===== config.mk =====
export PLATFORM = sky130hd
export DESIGN_NAME = spi_register_interface_flat
export DESIGN_NICKNAME = d
export VERILOG_FILES = /design/src/rtl/spi_register_interface_if.sv /design/src/rtl/spi_register_interface.sv /design/src/flat_wrapper.sv
export SDC_FILE = /design/constraint.sdc
export NUM_CORES = 1
export LEC_CHECK = 0
export CAP_MARGIN = 40
export CORE_ASPECT_RATIO = 1.75
export CORE_UTILIZATION = 50
export CTS_CLUSTER_SIZE = 8
export DETAILED_ROUTE_END_ITERATION = 7
export PLACE_DENSITY = 0.8
export SLEW_MARGIN = 10
export SYNTH_ARGS = -nofsm -noshare
export SYNTH_HDL_FRONTEND = slang
export SYNTH_SLANG_ARGS = --single-unit

===== constraint.sdc =====
create_clock -name i_Clock -period 1.8 [get_ports i_Clock]
set_input_delay 0.36 -clock i_Clock [delete_from_list [all_inputs] [get_ports i_Clock]]
set_output_delay 0.36 -clock i_Clock [all_outputs]
set_load 0.005 [all_outputs]

===== src/rtl/spi_register_interface_if.sv =====
// Bundles the SPI pins and the register-write strobe bus of spi_register_interface.
// slave is the decoder's view; master is the side that drives SCLK/CS_N/MOSI and consumes the writes.
interface spi_register_interface_if;
   logic        i_SPI_SCLK;
   logic        i_SPI_CS_N;
   logic        i_SPI_MOSI;
   logic        o_RegisterWriteEnable;
   logic [15:0] o_RegisterWriteNumber;
   logic [15:0] o_RegisterWriteValue;
   logic        o_FrameError;

   modport slave (
      input  i_SPI_SCLK,
      input  i_SPI_CS_N,
      input  i_SPI_MOSI,
      output o_RegisterWriteEnable,
      output o_RegisterWriteNumber,
      output o_RegisterWriteValue,
      output o_FrameError
   );

   modport master (
      output i_SPI_SCLK,
      output i_SPI_CS_N,
      output i_SPI_MOSI,
      input  o_RegisterWriteEnable,
      input  o_RegisterWriteNumber,
      input  o_RegisterWriteValue,
      input  o_FrameError
   );
endinterface


===== src/rtl/spi_register_interface.sv =====
// SPI mode-0 slave that turns 32-bit frames ({number[15:0], value[15:0]}, MSB first)
// into single-cycle register-write strobes, flagging short or overlong frames.
module spi_register_interface #(
   parameter int SYNC_STAGES = 2
) (
   input  logic                        i_Clock,
   input  logic                        i_Reset,
   spi_register_interface_if.slave     bus
);

   localparam logic [1:0] ST_IDLE         = 2'd0;
   localparam logic [1:0] ST_SHIFT        = 2'd1;
   localparam logic [1:0] ST_WAIT_CS_HIGH = 2'd2;

   logic [SYNC_STAGES-1:0] sclk_sync;
   logic [SYNC_STAGES-1:0] cs_n_sync;
   logic [SYNC_STAGES-1:0] mosi_sync;
   logic [SYNC_STAGES-1:0] sync_fill;
   logic                   sclk_dly;
   logic                   cs_n_dly;
   logic                   cs_armed;

   logic                   sclk_s;
   logic                   cs_n_s;
   logic                   mosi_s;
   logic                   sclk_rise;
   logic                   cs_fall;
   logic                   cs_rise;

   logic [1:0]             state;
   logic [5:0]             bit_count;
   logic [31:0]            shift_reg;
   logic                   overrun;
   logic                   write_enable;
   logic [15:0]            write_number;
   logic [15:0]            write_value;
   logic                   frame_error;

   assign sclk_s = sclk_sync[SYNC_STAGES-1];
   assign cs_n_s = cs_n_sync[SYNC_STAGES-1];
   assign mosi_s = mosi_sync[SYNC_STAGES-1];

   // NOTE: all state below uses non-blocking assignments so every flop samples pre-edge values.
   always_ff @(posedge i_Clock) begin
      if (i_Reset) begin
         sclk_sync <= '0;
         cs_n_sync <= '1;
         mosi_sync <= '0;
         sclk_dly  <= 1'b0;
         cs_n_dly  <= 1'b1;
         sync_fill <= '0;
         cs_armed  <= 1'b0;
      end else begin
         sclk_sync <= {sclk_sync[SYNC_STAGES-2:0], bus.i_SPI_SCLK};
         cs_n_sync <= {cs_n_sync[SYNC_STAGES-2:0], bus.i_SPI_CS_N};
         mosi_sync <= {mosi_sync[SYNC_STAGES-2:0], bus.i_SPI_MOSI};
         sclk_dly  <= sclk_s;
         cs_n_dly  <= cs_n_s;
         sync_fill <= {sync_fill[SYNC_STAGES-2:0], 1'b1};
         // Only a CS_N seen high once the chain has flushed its reset value may start a frame.
         if (sync_fill[SYNC_STAGES-1] && cs_n_s) begin
            cs_armed <= 1'b1;
         end
      end
   end

   assign sclk_rise = sclk_s & ~sclk_dly;
   assign cs_fall   = cs_armed & cs_n_dly & ~cs_n_s;
   assign cs_rise   = ~cs_n_dly & cs_n_s;

   always_ff @(posedge i_Clock) begin
      if (i_Reset) begin
         state        <= ST_IDLE;
         bit_count    <= '0;
         shift_reg    <= '0;
         overrun      <= 1'b0;
         write_enable <= 1'b0;
         write_number <= '0;
         write_value  <= '0;
         frame_error  <= 1'b0;
      end else begin
         write_enable <= 1'b0;
         frame_error  <= 1'b0;
         case (state)
            ST_IDLE: begin
               if (cs_fall) begin
                  bit_count <= '0;
                  shift_reg <= '0;
                  overrun   <= 1'b0;
                  state     <= ST_SHIFT;
               end
            end

            ST_SHIFT: begin
               if (bit_count == 6'd32) begin
                  write_number <= shift_reg[31:16];
                  write_value  <= shift_reg[15:0];
                  write_enable <= 1'b1;
                  overrun      <= sclk_rise & ~cs_rise;
                  state        <= cs_rise ? ST_IDLE : ST_WAIT_CS_HIGH;
               end else if (cs_rise) begin
                  // CS_N wins over a simultaneous SCLK edge; an empty frame is silently dropped.
                  frame_error <= (bit_count != 6'd0);
                  state       <= ST_IDLE;
               end else if (sclk_rise) begin
                  shift_reg <= {shift_reg[30:0], mosi_s};
                  bit_count <= bit_count + 6'd1;
               end
            end

            ST_WAIT_CS_HIGH: begin
               if (cs_rise) begin
                  frame_error <= overrun;
                  overrun     <= 1'b0;
                  state       <= ST_IDLE;
               end else if (sclk_rise) begin
                  overrun <= 1'b1;
               end
            end

            default: state <= ST_IDLE;
         endcase
      end
   end

   assign bus.o_RegisterWriteEnable = write_enable;
   assign bus.o_RegisterWriteNumber = write_number;
   assign bus.o_RegisterWriteValue  = write_value;
   assign bus.o_FrameError          = frame_error;

endmodule


===== src/flat_wrapper.sv =====
// flat-port wrapper written by rule: the top's interface ports become plain ports
module spi_register_interface_flat 
#(
   parameter int SYNC_STAGES = 2
)
  (i_Clock, i_Reset, bus_i_SPI_SCLK, bus_i_SPI_CS_N, bus_i_SPI_MOSI, bus_o_RegisterWriteEnable, bus_o_RegisterWriteNumber, bus_o_RegisterWriteValue, bus_o_FrameError);
  spi_register_interface_if bus_i ();
  input  logic i_Clock;
  input  logic i_Reset;
  input wire logic [$bits(bus_i.i_SPI_SCLK)-1:0] bus_i_SPI_SCLK;
  input wire logic [$bits(bus_i.i_SPI_CS_N)-1:0] bus_i_SPI_CS_N;
  input wire logic [$bits(bus_i.i_SPI_MOSI)-1:0] bus_i_SPI_MOSI;
  output wire logic [$bits(bus_i.o_RegisterWriteEnable)-1:0] bus_o_RegisterWriteEnable;
  output wire logic [$bits(bus_i.o_RegisterWriteNumber)-1:0] bus_o_RegisterWriteNumber;
  output wire logic [$bits(bus_i.o_RegisterWriteValue)-1:0] bus_o_RegisterWriteValue;
  output wire logic [$bits(bus_i.o_FrameError)-1:0] bus_o_FrameError;
  assign bus_i.i_SPI_SCLK = bus_i_SPI_SCLK;
  assign bus_i.i_SPI_CS_N = bus_i_SPI_CS_N;
  assign bus_i.i_SPI_MOSI = bus_i_SPI_MOSI;
  assign bus_o_RegisterWriteEnable = bus_i.o_RegisterWriteEnable;
  assign bus_o_RegisterWriteNumber = bus_i.o_RegisterWriteNumber;
  assign bus_o_RegisterWriteValue = bus_i.o_RegisterWriteValue;
  assign bus_o_FrameError = bus_i.o_FrameError;
  spi_register_interface #(.SYNC_STAGES(SYNC_STAGES)) u_core (.i_Clock(i_Clock), .i_Reset(i_Reset), .bus(bus_i));
endmodule

# Word-level counts from Yosys, hierarchy flattened
# Cells that the tools add are included.
# W data, S select, Z words.
# op_classes
reduce_logical	9
eq_ne	9
n_addsub	1
n_bitwise	10
n_mux	26
# op_table
cell	count
$mux W32	4
$pmux W32 S2	1
$mux W6	4
$pmux W6 S2	1
$mux W1	9
$mux W2	4
$add A6 B1 Y6 const B	1
$eq A6 B6 Y1 const B	1
$ne A2 B1 Y1 const B	3
$pmux W2 S3	1
$reduce_bool A6 Y1	1
$and A1 B1 Y1	5
$not A1 Y1	5
$reduce_and A5 Y1	1
$ne A2 B2 Y1 const B	2
$reduce_and A4 Y1	1
$ne A3 B1 Y1 const B	1
$pmux W1 S3	1
$reduce_bool A3 Y1	1
$eq A2 B1 Y1 const B	1
$eq A2 B2 Y1 const B	1
$logic_not A2 Y1	1
$pmux W1 S2	1
$reduce_and A2 Y1	1
3 further kinds	3
# totals
wordCells	71
input_bits	5
reg_bits	86
out_inout_bits	34

# Depth between registers and ports, before layout
# logic_depth
depth_word	6
depth_mapped	8
mapped_depth_nobuf	6

# Worst setup path before layout
# Ideal clock, no wire load.
# synth_timing
path_kind	register to register
startpoint	register u_core.state[1]
endpoint	register u_core.bit_count[3]
setup_ns	0.070
path_slack_ns	0.061
required_ns	1.730
arrival_ns	1.669
synth_period_minus_slack_ns	1.739
stages_incl_launch_ff	9
n_path_buf	2
cell_sequence	dfxtp_1 > inv_1 > ha_1 > buf_4 > and3b_1 > a2bb2oi_2 > buf_6 > or4_1 > a21boi_1
# synth_between
elab_chain_cells	3
word_cells_on_any_way	9
cone_classes	eq/ne: 5; mux: 1; reduce/logical: 3
# synth_rtl
item	line_no	text
from (decl)	spi_register_interface.sv:30	logic [1:0] state;
from (signal assigned)	spi_register_interface.sv:100	state <= cs_rise ? ST_IDLE : ST_WAIT_CS_HIGH;
$eq A2 B1 Y1 or $logic_not A2 Y1 (tied branches)	spi_register_interface.sv:84	case (state)
$ne A2 B1 Y1 (no source line), or another cell as far along	n/a	
$reduce_and A5 Y1 (no source line)	n/a	
to (signal assigned)	spi_register_interface.sv:107	bit_count <= bit_count + 6'd1;
to (decl)	spi_register_interface.sv:31	logic [5:0] bit_count;
# Parallel ways exist; a longest one is shown, timed or not.
# A chain may end at the register's enable or synchronous reset.

# Worst setup path after layout
# layout_timing
startpoint	register u_core.bit_count[0]
endpoint	register u_core.bit_count[4]
# layout_between
elab_chain_cells	5
word_cells_on_any_way	8
cone_classes	add/sub: 1; eq/ne: 2; mux: 4; reduce/logical: 1
# layout_rtl
item	line_no	text
$add A6 B1 Y6	spi_register_interface.sv:107	
$mux W6	spi_register_interface.sv:105	end else if (sclk_rise) begin
$mux W6	spi_register_interface.sv:101	end else if (cs_rise) begin
$mux W6	spi_register_interface.sv:95	if (bit_count == 6'd32) begin
$pmux W6 S2	spi_register_interface.sv:84	
# Parallel ways exist; a longest one is shown, timed or not. The select of a mux whose other input is x is not followed.

==> flow_metrics.env <==
export IMPL_wl_per_cell_um=13.52
export IMPL_synthAdderAreaFrac_pct=2.244
export IMPL_cts_root_buf="clkbuf_16"
export IMPL_startpoint="u_core.bit_count[0]$_SDFFE_PP0P_"
export IMPL_vias=2804
export IMPL_clkSinkCount=86
export IMPL_numPlacedInstances=497
export IMPL_seq_power_share_pct=46.9
export IMPL_die_height_um=110.2
export IMPL_power_switching_mw=0.9432
export IMPL_firstDrtPassIters=4
export IMPL_die_w_um=63.84
export IMPL_synth_common_cells="86 x dfxtp_1, 69 x nand2_1, 68 x a21oi_1"
export IMPL_io_buffers=38
export IMPL_met1_usage_pct=21.99
export IMPL_ant_nets=0
export IMPL_synth_area_leader_cell="dfxtp_1"
export IMPL_fin_worst_skew_ps=6.745
export IMPL_layout_drive_gt1_share_pct=11.14
export IMPL_cts_inserted_buffers=9
export IMPL_synth_top_area_share_pct=51.46
export IMPL_syn_area_um2=3346
export IMPL_crit_path_end="u_core.bit_count[4]$_SDFFE_PP0P_"
export IMPL_worstSetupPathType="reg2reg"
export IMPL_cp_slowest_stage_delay_ps=500
export IMPL_max_clock_freq_mhz=576.5
export IMPL_dp_hpwl_mm=4.615
export IMPL_synth_edf_count=0
export IMPL_syn_avg_cell_area_um2=8.645
export IMPL_outcome="complete, no violations"
export IMPL_synth_fp_nets=398
export IMPL_grt_busiest_layer="met2"
export IMPL_rows=39
export IMPL_vias_per_cell=5.466
export IMPL_rsz0062_at_grt="yes"
export IMPL_ys_ff_latch=86
export IMPL_cpMaxStageDelayCell="or4_4"
export IMPL_area_growth_pct=24.72
export IMPL_grt_pass1_vias=2678
export IMPL_rrSetupSlack_ps=70
export IMPL_post_route_period_util_pct=96.36
export IMPL_yosys_top_cells_area="dfxtp_1 51%, a21oi_1 10%, nand2_1 7.7%, nand3_1 5.4%, o21ai_1 3.0%"
export IMPL_synth_top_flop_cell="dfxtp_1"
export IMPL_nets=437
export IMPL_comb_power_share_pct=9.0
export IMPL_met3_usage_pct=4.938
export IMPL_synth_cell_type_count=40
export IMPL_cts_tree="yes"
export IMPL_hold_buffers=0
export IMPL_r2r_start="u_core.bit_count[0]$_SDFFE_PP0P_"
export IMPL_yosysMostFrequentCell="dfxtp_1"
export IMPL_yosysSeqAreaShare_pct=51.46
export IMPL_cts_htree_levels=3
export IMPL_synth_top_family_by_area="simple AND/OR/NAND/NOR gates"
export IMPL_synth_simple_area_share_pct=19.82
export IMPL_crit_chain="inv_1 > ha_1 > nor4b_4 > a32o_2 > or4_4 > a21boi_2"
export IMPL_place_congestion=0.8878
export IMPL_grt_overflow=0
export IMPL_p_leak_nw=1.406
export IMPL_max_cap_violations=0
export IMPL_track_usage_pct=20.88
export IMPL_slew_viol_final=0
export IMPL_worstSetupEndpointType="register"
export IMPL_finalWirelength_mm=6.935
export IMPL_yosys_warnings=0
export IMPL_hold_class="in2reg"
export IMPL_p_sw_share_pct=22.98
export IMPL_cts_resized_gates=0
export IMPL_clk_pin_slew_ps=60
export IMPL_synth_area_mux_share_pct=0.8975
export IMPL_rr_worst_depth=6
export IMPL_cp_start_kind="register"
export IMPL_grt_pass1_wl_mm=11.49
export IMPL_first_iter_violations=195
export IMPL_clk_latency_ps=340
export IMPL_cp_required_ps=2070
export IMPL_largest_reg_flops=32
export IMPL_post_cts_buffers=0
export IMPL_fin_util_pct=64.30
export IMPL_p_total_mw=4.104
export IMPL_worstPathMaxFanout=7
export IMPL_die_area_um2=7035
export IMPL_use_met2_pct=37.77
export IMPL_cp_arrival_ps=2010
export IMPL_peakVddDrop_mv=0.6246
export IMPL_synth_xor_area_share_pct=0
export IMPL_worstMarginPinSlew_ps=395.1
export IMPL_rr_endpoint="u_core.bit_count[4]$_SDFFE_PP0P_"
export IMPL_antenna_found_initial=0
export IMPL_syn_inst=387
export IMPL_antenna_diode_count=0
export IMPL_p_clk_share_pct=44.1
export IMPL_synth_compound_area_share_pct=19.41
export IMPL_setup_viol=0
export IMPL_grt_max_degree=42
export IMPL_boundaryPins=39
export IMPL_relSlewSlack_pct=72.98
export IMPL_power_density_nw_per_um2=983.5
export IMPL_synthArstFlopShare_pct=0
export IMPL_fin_cells=513
export IMPL_core_um2=6490
export IMPL_hold_viol_final=0
export IMPL_clock_path_buffers=2
export IMPL_p_int_mw=3.161
export IMPL_start_util_pct=51.55
export IMPL_drc=0
export IMPL_period_minus_slack_ps=1734
==> per-layer routing <==
metal / routed length [um] / share of wire [%]
met1: 2828 / 41
met2: 3719 / 54
met3: 234 / 3.4
met4: 153 / 2.2
met5: 0 / 0
==> kinds of logic after synthesis <==
group / Yosys count
flip-flops: 86
multiplexers: 3
AND/OR/NAND/NOR: 137
adder cells (fa/ha/maj): 6
buffers and inverters: 38
AO/OA/AOI/OAI: 117
==> worst min-delay path by stage <==
stage,slack (ps),cells past startpoint,end,from
after global routing,390,2,u_core.shift_reg[5]$_SDFFE_PP0P_,i_Reset
after global placement,390,1,u_core.cs_n_sync[1]$_SDFF_PP1_,u_core.cs_n_sync[0]$_SDFF_PP1_
after CTS,380,2,u_core.bit_count[1]$_SDFFE_PP0P_,i_Reset
final,370,2,u_core.bit_count[1]$_SDFFE_PP0P_,i_Reset
after floorplan,390,1,u_core.cs_n_sync[1]$_SDFF_PP1_,u_core.cs_n_sync[0]$_SDFF_PP1_
after detailed placement,400,1,u_core.cs_n_sync[1]$_SDFF_PP1_,u_core.cs_n_sync[0]$_SDFF_PP1_
==> per-stage QoR <==
| step | setup TNS (ps) | worst slack, ps | hold WS [ps] | area [um^2] |
|---|---|---|---|---|
| 6_report | 0 | 65.51 | 372.1 | 4173 |
| 5_1_grt | -203.2 | -30.43 | 386.7 | 4173 |
| 4_1_cts | 0 | 31.89 | 376.1 | 4140 |
| 2_1_floorplan | 0 | 60.94 | 389.5 | 3346 |
| 3_3_place_gp | 0 | 128.1 | 394.6 | 3846 |
| 3_5_place_dp | 0 | 68.36 | 398.8 | 3846 |
==> placed cells by master (no fill, tap or decap), types with 2 or more instances in the layout <==
cell type | synthesis | layout
a2111oi_0 | 2 | 2
a21boi_2 | 1 | 2
a21oi_1 | 68 | 68
a31oi_1 | 2 | 2
buf_12 | 2 | 3
buf_4 | 1 | 16
clkbuf_1 | 16 | 3
clkbuf_16 | 0 | 9
clkdlybuf4s50_1 | 0 | 37
dfxtp_1 | 86 | 84
dfxtp_2 | 0 | 2
ha_1 | 6 | 6
inv_1 | 7 | 7
mux2i_1 | 3 | 3
nand2_1 | 69 | 69
nand2b_1 | 5 | 5
nand3_1 | 36 | 36
nand3b_1 | 2 | 2
nor2_1 | 3 | 3
nor2b_1 | 7 | 7
nor3_1 | 3 | 3
o21ai_0 | 13 | 13
o21ai_1 | 20 | 20
o31a_1 | 2 | 2
o31ai_1 | 2 | 2
or2_2 | 3 | 3
==> power by group through the flow <==
stage / Combinational [mW] / Sequential [mW] / Clock, mW
after global routing: 0.400 / 1.93 / 1.91
final: 0.371 / 1.93 / 1.81
after CTS: 0.343 / 1.93 / 1.84
after global placement: 0.338 / 1.97 / 0
after detailed placement: 0.342 / 1.97 / 0
after floorplan: 0.272 / 1.97 / 0
==> layout make-up <==
| class | count | area [um^2] |
|---|---|---|
| tap | 82 | 102.6 |
| clock inverter | 3 | 43.79 |
| timing repair buffer | 59 | 581.8 |
| inverter | 7 | 26.28 |
| fill | 533 | 2317 |
| multi-input combinational | 263 | 1444 |
| sequential | 86 | 1724 |
| clock buffer | 13 | 250.2 |
==> worst max-delay path: cells and delay by family, from the launching register on <==
family	cells	cell delay, ps
DFF	1	320
adders and majority gates	1	190
and+or+nand+nor	2	640
buffers and inverters	1	50
AOI/OAI and AO/OA	2	480
(Power assumes the default switching activity.)
